File: src/rtl/tour_cmd_seq.sv
// tour_cmd_seq
//   Replays a solved knight's tour into cmd_proc and arbitrates the cmd_proc
//   command port between the UART/BLE path and tour replay. Each stored
//   one-hot knight move becomes two commands: a vertical MOVE leg, then a
//   horizontal MOVE-with-fanfare leg.
//
// Ports
//   clk, rst_n         system clock, asynchronous active-low reset
//   start_tour         pulse from cmd_proc: begin replay
//   move / mv_indx     one-hot move read combinationally from tour memory
//   cmd_UART,
//   cmd_rdy_UART,
//   clr_cmd_rdy_UART   command handshake with the UART wrapper
//   cmd, cmd_rdy,
//   clr_cmd_rdy        command handshake with cmd_proc
//   send_resp          cmd_proc finished the current command
//   resp               response byte (8'hA5 intermediate, 8'h5A complete)
//   tour_busy          high while replay owns the command port
module tour_cmd_seq #(
  parameter int NUM_MOVES = 24,
  parameter int IDX_W     = 5
) (
  input  logic             clk,
  input  logic             rst_n,
  input  logic             start_tour,
  input  logic [7:0]       move,
  output logic [IDX_W-1:0] mv_indx,
  input  logic [15:0]      cmd_UART,
  input  logic             cmd_rdy_UART,
  output logic             clr_cmd_rdy_UART,
  output logic [15:0]      cmd,
  output logic             cmd_rdy,
  input  logic             clr_cmd_rdy,
  input  logic             send_resp,
  output logic [7:0]       resp,
  output logic             tour_busy
);

  typedef enum logic [2:0] {IDLE, VERT, HOLD_V, HORZ, HOLD_H} state_t;

  localparam logic [IDX_W-1:0] LAST_IDX = IDX_W'(NUM_MOVES - 1);
  localparam logic [3:0] OP_MOVE = 4'h2;
  localparam logic [3:0] OP_FAN  = 4'h3;
  localparam logic [7:0] HEAD_N  = 8'h00;
  localparam logic [7:0] HEAD_W  = 8'h3F;
  localparam logic [7:0] HEAD_S  = 8'h7F;
  localparam logic [7:0] HEAD_E  = 8'hBF;
  localparam logic [7:0] RESP_ACK  = 8'hA5;
  localparam logic [7:0] RESP_DONE = 8'h5A;

  // Lowest set bit wins when the stored move is not strictly one-hot.
  function automatic logic signed [2:0] move_dx(input logic [7:0] mv);
    casez (mv)
      8'b???????1: move_dx =  3'sd1;
      8'b??????10: move_dx = -3'sd1;
      8'b?????100: move_dx = -3'sd2;
      8'b????1000: move_dx = -3'sd2;
      8'b???10000: move_dx = -3'sd1;
      8'b??100000: move_dx =  3'sd1;
      8'b?1000000: move_dx =  3'sd2;
      8'b10000000: move_dx =  3'sd2;
      default:     move_dx =  3'sd0;
    endcase
  endfunction

  function automatic logic signed [2:0] move_dy(input logic [7:0] mv);
    casez (mv)
      8'b???????1: move_dy =  3'sd2;
      8'b??????10: move_dy =  3'sd2;
      8'b?????100: move_dy =  3'sd1;
      8'b????1000: move_dy = -3'sd1;
      8'b???10000: move_dy = -3'sd2;
      8'b??100000: move_dy = -3'sd2;
      8'b?1000000: move_dy = -3'sd1;
      8'b10000000: move_dy =  3'sd1;
      default:     move_dy =  3'sd0;
    endcase
  endfunction

  function automatic logic [3:0] magnitude(input logic signed [2:0] d);
    logic [2:0] m;
    m = d[2] ? 3'(-d) : 3'(d);
    return {1'b0, m};
  endfunction

  state_t             state_q, state_d;
  logic [IDX_W-1:0]   idx_q, idx_d;
  logic signed [2:0]  dx, dy;
  logic [15:0]        vert_cmd, horz_cmd;

  always_comb begin
    dx = move_dx(move);
    dy = move_dy(move);
    vert_cmd = {OP_MOVE, (dy > 3'sd0) ? HEAD_N : HEAD_S, magnitude(dy)};
    horz_cmd = {OP_FAN,  (dx > 3'sd0) ? HEAD_E : HEAD_W, magnitude(dx)};
  end

  always_ff @(posedge clk or negedge rst_n) begin
    if (!rst_n) begin
      state_q <= IDLE;
      idx_q   <= '0;
    end else begin
      state_q <= state_d;
      idx_q   <= idx_d;
    end
  end

  always_comb begin
    state_d          = state_q;
    idx_d            = idx_q;
    cmd              = cmd_UART;
    cmd_rdy          = 1'b0;
    clr_cmd_rdy_UART = 1'b0;
    resp             = RESP_ACK;
    tour_busy        = 1'b1;
    unique case (state_q)
      IDLE: begin
        // UART path owns the port; a UART command left pending during a
        // tour shows up here on the first idle cycle.
        cmd              = cmd_UART;
        cmd_rdy          = cmd_rdy_UART;
        clr_cmd_rdy_UART = clr_cmd_rdy;
        resp             = RESP_DONE;
        tour_busy        = 1'b0;
        if (start_tour) begin
          idx_d   = '0;
          state_d = VERT;
        end
      end
      VERT: begin
        cmd = vert_cmd;
        if (move == 8'h00) begin
          // Empty memory entry: nothing to replay, give the port back.
          state_d = IDLE;
          idx_d   = '0;
        end else begin
          cmd_rdy = 1'b1;
          if (clr_cmd_rdy) state_d = HOLD_V;
        end
      end
      HOLD_V: begin
        cmd = vert_cmd;
        if (send_resp) state_d = HORZ;
      end
      HORZ: begin
        cmd     = horz_cmd;
        cmd_rdy = 1'b1;
        if (clr_cmd_rdy) state_d = HOLD_H;
      end
      HOLD_H: begin
        cmd = horz_cmd;
        if (idx_q == LAST_IDX) resp = RESP_DONE;
        if (send_resp) begin
          if (idx_q == LAST_IDX) begin
            idx_d   = '0;
            state_d = IDLE;
          end else begin
            idx_d   = idx_q + 1'b1;
            state_d = VERT;
          end
        end
      end
      default: state_d = IDLE;
    endcase
  end

  assign mv_indx = idx_q;

endmodule

File: config.mk
export PLATFORM = sky130hd
export DESIGN_NAME = tour_cmd_seq
export DESIGN_NICKNAME = d
export VERILOG_FILES = /design/src/rtl/tour_cmd_seq.sv
export SDC_FILE = /design/constraint.sdc
export NUM_CORES = 1
export LEC_CHECK = 0
export ABC_AREA = 1
export BUFFER_PORTS_ARGS = -buffer_cell sky130_fd_sc_hd__buf_4
export CORE_ASPECT_RATIO = 0.8
export CORE_MARGIN = 2
export CORE_UTILIZATION = 30
export CTS_CLUSTER_SIZE = 24
export DETAILED_ROUTE_END_ITERATION = 8
export PLACE_DENSITY = 0.69
export SETUP_SLACK_MARGIN = 0.05
export SYNTH_ARGS = -nofsm -noshare
export SYNTH_HDL_FRONTEND = slang
export SYNTH_SLANG_ARGS = --single-unit
File: constraint.sdc
create_clock -name clk -period 1.85 [get_ports clk]
set_clock_uncertainty 0.15 [all_clocks]
set_input_delay 0.0925 -clock clk [delete_from_list [all_inputs] [get_ports clk]]
set_output_delay 0.0925 -clock clk [all_outputs]
set_load 0.02 [all_outputs]
==> results.sh <==
export IMPL_status="completed"
export IMPL_grt_pass1_wl_um=4480
export IMPL_synth_compound_area_share_pct=10.1
export IMPL_pwr_share_comb_pct=84.8
export IMPL_drv_slew=0
export IMPL_insertedDiodeCount=0
export IMPL_cts_sinks=8
export IMPL_ys_seq_area_share_pct=20.5
export IMPL_synth_adder_area_share_pct=3.84
export IMPL_hold_depth=4
export IMPL_mostFrequentLayoutCells="66 x buf_4, 39 x nand2_1, 26 x inv_1"
export IMPL_die_area_um2=3740
export IMPL_io_buffers=61
export IMPL_r2r_start="state_q[0]$_DFFE_PN0P_"
export IMPL_synth_top_area_cell="dfrtp_1"
export IMPL_synth_simple_area_share_pct=45.0
export IMPL_intPower_mw=1.72
export IMPL_power_frac_clock_pct=6.1
export IMPL_stdcell_area_um2=1790
export IMPL_finalHoldViolations=0
export IMPL_clockBufferDepth=2
export IMPL_yosysUniqueCellTypes=26
export IMPL_rr_worst_depth=8
export IMPL_vias=1285
export IMPL_p_sw_mw=1.86
export IMPL_synth_avg_cell_area_um2=5.93
export IMPL_cts_tree="built"
export IMPL_post_dp_hpwl_um=2220
export IMPL_overflow=0
export IMPL_placementRows=18
export IMPL_grt_util_met3_pct=4.66
export IMPL_synth_top_area_share_pct=20.5
export IMPL_ys_warnings_count=0
export IMPL_drive_gt1_share_pct=52.7
export IMPL_die_y_um=55.1
export IMPL_hold_path_class="input port to flop"
export IMPL_r2r_end="mv_indx[0]$_DFFE_PN0P_"
export IMPL_clkSlewWorstSetupHoldPaths_ns=0.04
export IMPL_first_iter_violations=32
export IMPL_min_to="state_q[2]$_DFFE_PN0P_"
export IMPL_worstSetupPathType="flop to output port"
export IMPL_critPathCaptureType="output port"
export IMPL_start_util_pct=31.5
export IMPL_viasPerCell=4.61
export IMPL_syn2layout_area_growth_pct=82.9
export IMPL_muxShareOfSynthArea_pct=0
export IMPL_wl_per_cell_um=11.4
export IMPL_ctsRootBufferMaster="clkbuf_8"
export IMPL_synth_top_family_by_area="simple AND/OR/NAND/NOR gates"
export IMPL_clock_latency_ns=0.24
export IMPL_p_leak_nw=1.01
export IMPL_fin_crit_ns=1.79
export IMPL_globalRouteMet2Util_pct=24.3
export IMPL_synth_seq_cells=8
export IMPL_grt_total_usage_pct=16.5
export IMPL_worstSetupStartpointType="flop"
export IMPL_boundaryPins=62
export IMPL_switching_share_pct=52.0
export IMPL_rsz0062_at_grt="yes"
export IMPL_h_tree_depth=1
export IMPL_die_w_um=67.9
export IMPL_dp_slack_ns=0.152
export IMPL_slew_limit_headroom_pct=83.4
export IMPL_crit_arrival_ns=1.55
export IMPL_fin_ws_ns=0.0608
export IMPL_synthTopCellsByArea="dfrtp_1 20%, nand2_1 16%, inv_1 11%"
export IMPL_worst_pin_slew_ns=0.247
export IMPL_finalWeightedCongestion=0.760
export IMPL_fin_hold_ws_ns=0.0385
export IMPL_grt_pass1_vias=998
export IMPL_period_share_pct=96.7
export IMPL_synth_area_um2=978
export IMPL_placed_area_um2=1460
export IMPL_met1_usage_pct=22.2
export IMPL_setup_violations=0
export IMPL_synth_cells=165
export IMPL_required_ns=1.61
export IMPL_synth_xor_xnor_area_share_pct=1.79
export IMPL_drcViolationCount=0
export IMPL_power_frac_seq_pct=9.1
export IMPL_regToRegSetupSlack_ns=0.17
export IMPL_grt_max_degree=11
export IMPL_wirelength_um=3190
export IMPL_cellPowerDensity_nw_per_um2=2000
export IMPL_ant_nets=0
export IMPL_hold_start="send_resp"
export IMPL_max_clock_freq_ghz=0.559
export IMPL_ir_drop_uv=721
export IMPL_numCtsBuffers=3
export IMPL_cap_viol_max_count=0
export IMPL_core_area_um2=3110
export IMPL_dr_pass1_iters=4
export IMPL_cp_max_fo=8
export IMPL_syn_nets=198
export IMPL_antenna_found_initial=0
export IMPL_mostFrequentLayoutCell="buf_4"
export IMPL_top_usage_layer="met2"
export IMPL_num_nets_final=274
==> how the worst max path moves through the flow <==
stage	from	end	slack (ns)
after floorplan	mv_indx[0]$_DFFE_PN0P_	resp[2]	0.05
after global placement	move[0]	cmd[1]	0.14
after detailed placement	move[0]	cmd[1]	0.15
after CTS	state_q[1]$_DFFE_PN0P_	cmd[11]	0.04
after global routing	state_q[0]$_DFFE_PN0P_	cmd[6]	-0.04
final	state_q[0]$_DFFE_PN0P_	cmd[6]	0.06
==> stage by stage <==
stage | cells | utilization (%) | total power [mW] | setup TNS (ns)
2_1_floorplan | 165 | - | 1.92 | 0
3_3_place_gp | 261 | 47.0 | 2.70 | 0
3_5_place_dp | 261 | 47.0 | 2.71 | 0
4_1_cts | 272 | 51.8 | 3.10 | 0
5_1_grt | 279 | 57.6 | 3.85 | -0.0581
6_report | 279 | 57.6 | 3.58 | 0
==> per-layer routing <==
metal | part of all wire, % | vias up
met5 | 0 | -
met4 | 1.3 | 0
met3 | 5.3 | 5
met2 | 51 | 43
met1 | 43 | 577
li1 | - | 660
==> cells in the mapped netlist (all sizes together) <==
cell and n:
o211ai 1, nor2 19, or2 2, nand4 3, o21ai 10, o31ai 2
ha 3, o221ai 1, nor3 1, inv 34, buf 7, nand2 50
a31o 1, a21oi 1, nand3 20, dfrtp 8, xor2 2
==> worst max-delay path, stage by stage (launching register included) <==
cell	delay [ns]
dfrtp_2	0.47
nor2_4	0.16
nand2_4	0.07
nand2_4	0.09
nor2_4	0.06
buf_6	0.13
nand2_1	0.06
nand3_1	0.10
buf_6	0.15
==> power groups by stage <==
stage,registers (mW),clock network (mW),logic [mW]
2_1_floorplan,0.294,0,1.63
3_3_place_gp,0.290,0,2.41
3_5_place_dp,0.291,0,2.42
4_1_cts,0.293,0.222,2.58
5_1_grt,0.333,0.247,3.27
6_report,0.326,0.218,3.03
==> repair_timing <==
action,CTS,global route
hold endpoints to repair,8,0
hold buffers,1,0
pin swaps,6,9
endpoints found under the setup margin,18,24
gates cloned,0,0
resized for setup,13,31
buffers inserted,7,7
==> cell type report <==
cell class                 instances  area, um2
fill                             297       1320
multi-input combinational        116        732
timing repair buffer              78        629
sequential                         8        206
inverter                          34        130
tap                               40       50.0
clock buffer                       3       41.3
==> logic make-up after synthesis <==
group                      Yosys count
AOI/OAI and AO/OA                   16
xor gates and xnor gates             2
adders and majority gates            3
buffers and inverters               41
DFF                                  8
and+or+nand+nor                     95
==> registers in the layout (all words and copies together), names as in the netlist <==
| name | cells |
|---|---|
| mv_indx | 5 |
| state_q | 3 |
Note: power is estimated with default switching activity, not from simulation.
